$ cat config.mk
export PLATFORM = sky130hd
export DESIGN_NAME = ahb_sram_if
export DESIGN_NICKNAME = d
export VERILOG_FILES = /design/src/rtl/ahb_sram_if.sv
export SDC_FILE = /design/constraint.sdc
export NUM_CORES = 1
export LEC_CHECK = 0
export ABC_AREA = 1
export CAP_MARGIN = 5
export CORE_AREA = 2 2 89 83
export CTS_BUF_LIST = sky130_fd_sc_hd__clkbuf_8
export DETAILED_ROUTE_END_ITERATION = 6
export DIE_AREA = 0 0 91 85
export PLACE_DENSITY = 0.9
export SYNTH_ARGS = -nofsm -noshare
export SYNTH_HDL_FRONTEND = slang
export SYNTH_SLANG_ARGS = --single-unit
$ cat constraint.sdc
create_clock -name hclk -period 1.9 [get_ports hclk]
set_input_delay 0.475 -clock hclk [delete_from_list [all_inputs] [get_ports hclk]]
set_output_delay 0.475 -clock hclk [all_outputs]
set_load 0.02 [all_outputs]
$ cat src/rtl/ahb_sram_if.sv
// ahb_sram_if: AHB-Lite slave front end for a single-port synchronous SRAM
// (1-cycle read latency, per-byte write enables).
//
// Ports
//   hclk, hreset        clock, synchronous active-high reset
//   hsel, hready        slave select, bus-level ready
//   htrans, hwrite      transfer type, direction
//   hsize, haddr        transfer size, byte address
//   hwdata              write data (data phase)
//   hready_resp, hresp  slave ready, response (00 OKAY, 01 ERROR)
//   hrdata              read data (zero outside a completing read)
//   sram_cs, sram_we    SRAM chip select, byte write enables (0000 = read)
//   sram_addr           SRAM word address
//   sram_wdata          SRAM write data
//   sram_rdata          SRAM read data, valid the cycle after a read select
//
// Build option
//   AHB_SRAM_ERR_RESP_EN  defined: illegal transfers get a two-cycle ERROR
//                         response. Undefined: they complete OKAY at zero
//                         wait with no SRAM access and hrdata=0.

module ahb_sram_if #(
    parameter int unsigned ADDR_WIDTH = 16,
    parameter int unsigned DATA_WIDTH = 32
) (
    input  logic                  hclk,
    input  logic                  hreset,
    input  logic                  hsel,
    input  logic                  hready,
    input  logic [1:0]            htrans,
    input  logic                  hwrite,
    input  logic [2:0]            hsize,
    input  logic [31:0]           haddr,
    input  logic [DATA_WIDTH-1:0] hwdata,
    output logic                  hready_resp,
    output logic [1:0]            hresp,
    output logic [DATA_WIDTH-1:0] hrdata,
    output logic                  sram_cs,
    output logic [3:0]            sram_we,
    output logic [ADDR_WIDTH-1:0] sram_addr,
    output logic [DATA_WIDTH-1:0] sram_wdata,
    input  logic [DATA_WIDTH-1:0] sram_rdata
);

`ifdef AHB_SRAM_ERR_RESP_EN
    typedef enum logic [2:0] {S_IDLE, S_DATA, S_RD_STALL, S_ERR1, S_ERR2} state_t;
`else
    typedef enum logic [1:0] {S_IDLE, S_DATA, S_RD_STALL} state_t;
`endif

    state_t                r_state;
    logic                  r_dp_wr;    // in S_DATA: 1 = write data phase, 0 = read
    logic [ADDR_WIDTH-1:0] r_addr;     // pending write address or stalled read address
    logic [3:0]            r_be;

    logic                  w_accept;
    logic                  w_illegal;
    logic                  w_access;
    logic                  w_wr_dp;
    logic                  w_rd_dp;
    logic                  w_rd_issue;
    logic                  w_stall;
    logic [3:0]            w_be;
    logic [ADDR_WIDTH-1:0] w_word_addr;

    // Own ready gates acceptance so a stalled address is never taken twice
    assign w_accept    = hsel & hready & htrans[1] & hready_resp;
    assign w_word_addr = haddr[ADDR_WIDTH+1:2];
    assign w_wr_dp     = (r_state == S_DATA) & r_dp_wr;
    assign w_rd_dp     = (r_state == S_DATA) & ~r_dp_wr;
    assign w_stall     = (r_state == S_RD_STALL);

    // Size/alignment/range legality
    always_comb begin
        w_illegal = 1'b0;
        if (hsize > 3'd2)                            w_illegal = 1'b1;
        if ((hsize == 3'd1) && haddr[0])             w_illegal = 1'b1;
        if ((hsize == 3'd2) && (haddr[1:0] != 2'b00)) w_illegal = 1'b1;
        if ((haddr >> (ADDR_WIDTH + 2)) != 32'd0)    w_illegal = 1'b1;
    end

    // Little-endian byte lanes
    always_comb begin
        case (hsize)
            3'd0:    w_be = 4'(4'b0001 << haddr[1:0]);
            3'd1:    w_be = haddr[1] ? 4'b1100 : 4'b0011;
            default: w_be = 4'b1111;
        endcase
    end

    assign w_access   = w_accept & ~w_illegal;
    // A read colliding with a write data phase is deferred to the stall cycle
    assign w_rd_issue = w_access & ~hwrite & ~w_wr_dp;

    // State and pending-phase registers
    always_ff @(posedge hclk) begin
        if (hreset) begin
            r_state <= S_IDLE;
            r_dp_wr <= 1'b0;
            r_addr  <= '0;
            r_be    <= '0;
        end else begin
            case (r_state)
                S_RD_STALL: begin
                    r_state <= S_DATA;
                    r_dp_wr <= 1'b0;
                end
`ifdef AHB_SRAM_ERR_RESP_EN
                S_ERR1: r_state <= S_ERR2;
`endif
                default: begin
                    if (w_access) begin
                        if (hwrite) begin
                            r_state <= S_DATA;
                            r_dp_wr <= 1'b1;
                            r_addr  <= w_word_addr;
                            r_be    <= w_be;
                        end else if (w_wr_dp) begin
                            r_state <= S_RD_STALL;
                            r_addr  <= w_word_addr;
                        end else begin
                            r_state <= S_DATA;
                            r_dp_wr <= 1'b0;
                        end
                    end else begin
`ifdef AHB_SRAM_ERR_RESP_EN
                        r_state <= (w_accept && w_illegal) ? S_ERR1 : S_IDLE;
`else
                        r_state <= S_IDLE;
`endif
                    end
                end
            endcase
        end
    end

    // SRAM request: write data phase, stalled read, or fresh read
    always_comb begin
        sram_cs    = w_wr_dp | w_stall | w_rd_issue;
        sram_we    = w_wr_dp ? r_be : 4'b0000;
        sram_wdata = w_wr_dp ? hwdata : '0;
        if (w_wr_dp || w_stall) sram_addr = r_addr;
        else if (w_rd_issue)    sram_addr = w_word_addr;
        else                    sram_addr = '0;
    end

    // Bus response
    assign hrdata = w_rd_dp ? sram_rdata : '0;
`ifdef AHB_SRAM_ERR_RESP_EN
    assign hready_resp = ~(w_stall | (r_state == S_ERR1));
    assign hresp       = ((r_state == S_ERR1) || (r_state == S_ERR2)) ? 2'b01 : 2'b00;
`else
    assign hready_resp = ~w_stall;
    assign hresp       = 2'b00;
`endif

endmodule

==> impl_metrics.json <==
{
  "hold_class": "flop to flop",
  "numPortBuffers": 190,
  "die_w_um": 91,
  "worstPathArrival_ns": 1.70,
  "coreArea_sq_mm": 0.00682,
  "crit_fanout": 5,
  "drcViolationCount": 0,
  "yosys-top-cells-count": "109 x nor2_1, 102 x inv_1, 71 x nand2_1",
  "clock_path_buffers": 2,
  "cp_data_required_time_ns": 1.42,
  "drv_slew": 0,
  "syn_to_final_growth_pct": 158,
  "hold_viol_final": 0,
  "clock_latency_ns": 0.27,
  "critical_path.max_stage_delay_ns": 0.18,
  "vias": 3601,
  "slowest_stage": "nor2_8",
  "netlist_area_sq_mm": 0.00211,
  "synth.distinct_cells": 23,
  "path_cells": "buf_2 -> inv_1 -> nand2_2 -> nor2_4 -> nand3_4 -> nor2_8 -> nand2_8 -> buf_8 -> o21ai_4 -> buf_6",
  "gp_congestion": 0.850,
  "post-route-util": 0.800,
  "dp_cells": 688,
  "cts-hold-fix-buffers": 0,
  "vias_per_cell": 4.95,
  "clkSinkCount": 23,
  "synth_ff_type": "dfxtp_1",
  "synth_top_area_cell": "dfxtp_1",
  "synth_area_leaders": "dfxtp_1 22%, nor2_1 19%, inv_1 18%",
  "timing.max_slew.rel_slack": 0.546,
  "drtIter0Drc": 173,
  "fin_worst_skew_ns": 0.00962,
  "power.density_mw_per_mm2": 227,
  "grt_overflow_total": 0,
  "synth-seq-cells": 23,
  "synth_edf_count": 0,
  "antenna_cells": 0,
  "cap_violations": 0,
  "routed_wl_mm": 13.1,
  "drtAntennaViolNets": 0,
  "dpl.hpwl_mm": 7.40,
  "rsz0062_at_grt": "yes",
  "setup_violations": 54,
  "crit_path_end_kind": "output port",
  "die_h_um": 85,
  "htree_levels": 1,
  "drive_gt1_frac": 0.452,
  "cts_tree": "done",
  "fin_nets": 742,
  "initial_utilization": 0.310,
  "antenna_found_initial": 0,
  "post-route-period-util": 1.14,
  "firstDrtPassIters": 4,
  "max_slew.worst_pin.slew_ns": 0.680,
  "leakagePower_nw": 2.63,
  "grt_first_pass_wirelength_mm": 15.5,
  "status": "finished, violations left",
  "synth_seq_area_share": 0.218,
  "synth_cells": 407,
  "fin_cells": 728,
  "wire_per_inst_um": 18.0,
  "reg2reg_slack_ns": 0.32,
  "clk_pin_slew_worst_paths_ns": 0.08,
  "crit_family": "simple AND/OR/NAND/NOR gates",
  "ys_warn_count": 0,
  "seqCellArea_sq_um": 467,
  "period_needed_ns": 2.17,
  "dieArea_sq_mm": 0.00774,
  "grt_use_total": 0.244,
  "rows": 29,
  "path_class": "input pin to output port",
  "cts_root_buf": "clkbuf_8",
  "fillers": 420,
  "fmax_mhz": 461,
  "first_global_vias": 3160,
  "async_reset_ff_frac": 0,
  "violations": "setup timing",
  "multi_input_area_sq_mm": 0.00186,
  "grt_max_degree": 33,
  "ir_drop_uv": 283,
  "dp_slack_ns": -1.14,
  "io_pins": 194,
  "yosysMostFrequentCell": "nor2_1",
  "numCtsBuffers": 3,
  "worstSetupStartpointType": "input pin",
  "syn_area_per_cell_sq_um": 5.19,
  "hold_slack_ns": 0.474,
  "yosys.area.top_type_share": 0.218,
  "setup_ws_ns": -0.271,
  "critPathBufInv": 4
}
==> metrics by stage <==
| stage | area [sq um] | TNS [ns] | power [mW] |
|---|---|---|---|
| after floorplan | 2180 | 0 | 0.597 |
| after global placement | 4250 | -34.79 | 0.834 |
| after detailed placement | 4250 | -38.05 | 0.845 |
| after CTS | 4330 | -5.97 | 1.16 |
| after global routing | 5460 | -7.91 | 1.29 |
| final | 5460 | -4.81 | 1.24 |
==> flip-flops by register name (all words and copies together) (netlist names) <==
register	cells
r_state	2
r_addr	16
r_dp_wr	1
r_be	4
==> worst min-delay path, delay by kind of cell (launching register included) <==
family / cells / cell delay (ns)
AO/OA/AOI/OAI: 1 / 0.04
AND/OR/NAND/NOR: 1 / 0.07
flip-flops: 1 / 0.34
==> routing by layer <==
layer	track usage	wire length, um	up-vias
met3	0.0462	1120	53
li1	-	-	1634
met2	0.469	6650	219
met4	0.0496	604	0
met5	0	0	-
met1	0.281	4690	1695
==> layout make-up <==
class,count,share of cell area
inverter,104,0.0733
tap,93,0.0213
sequential,23,0.0855
clock buffer,3,0.00756
timing repair buffer,242,0.471
multi-input combinational,262,0.340
clock inverter,1,0.00138
==> what timing repair did <==
item / CTS / global route
resized for setup: 526 / 259
endpoints found under the setup margin: 86 / 108
gates cloned: 2 / 9
pin swaps: 42 / 28
buffers inserted: 23 / 6
==> logic make-up (layout without fill, tap and decap cells) <==
family                 count (synthesis)  in the layout  synth area share
AO/OA/AOI/OAI                         46             46             0.123
buffers and inverters                125            350             0.242
flip-flops                            23             23             0.218
other                                  1              2           0.00177
AND/OR/NAND/NOR                      212            214             0.415
==> report_power, final <==
group          switching (mW)  internal (mW)  total, mW
clock network           0.163          0.148      0.311
registers         0.000000544          0.480      0.480
logic                   0.210          0.236      0.445
total                   0.372          0.864       1.24
==> layout by cell type, fill, tap and decap left out <==
master / netlist / final
nor2_2: 0 / 13
conb_1: 1 / 2
nor2_8: 1 / 1
buf_16: 0 / 1
buf_6: 3 / 95
nor2_1: 109 / 38
o21ai_2: 8 / 6
inv_1: 102 / 93
clkdlybuf4s50_1: 0 / 81
clkbuf_2: 0 / 1
buf_12: 0 / 6
o21ai_0: 10 / 2
buf_2: 7 / 11
or2_2: 1 / 1
buf_4: 3 / 36
nand3_4: 0 / 2
a21oi_1: 27 / 25
dlygate4sd2_1: 0 / 2
clkinvlp_4: 0 / 1
a21oi_2: 0 / 2
nand2_1: 71 / 63
dfxtp_1: 23 / 20
and3_1: 1 / 1
nand2_8: 0 / 3
nand3_2: 0 / 1
dfxtp_2: 0 / 2
clkinv_4: 0 / 2
o21ai_4: 0 / 11
nand3_1: 23 / 20
nor2_4: 1 / 59
nand2_4: 2 / 5
clkbuf_16: 0 / 6
nand3b_1: 1 / 1
inv_2: 2 / 9
buf_8: 0 / 3
nand2_2: 2 / 6
dfxtp_4: 0 / 1
clkbuf_8: 0 / 3
==> final timing paths <==
| kind | from | end | cells past startpoint |
|---|---|---|---|
| setup reg to reg | r_state[0] | r_addr[12] | 11 |
| hold / removal | r_addr[8] | r_addr[8] | 2 |
| hold reg to reg | r_addr[8] | r_addr[8] | 2 |
| setup / recovery | haddr[20] | sram_addr[10] | 10 |
No activity file was read; power rests on OpenSTA's default activity.
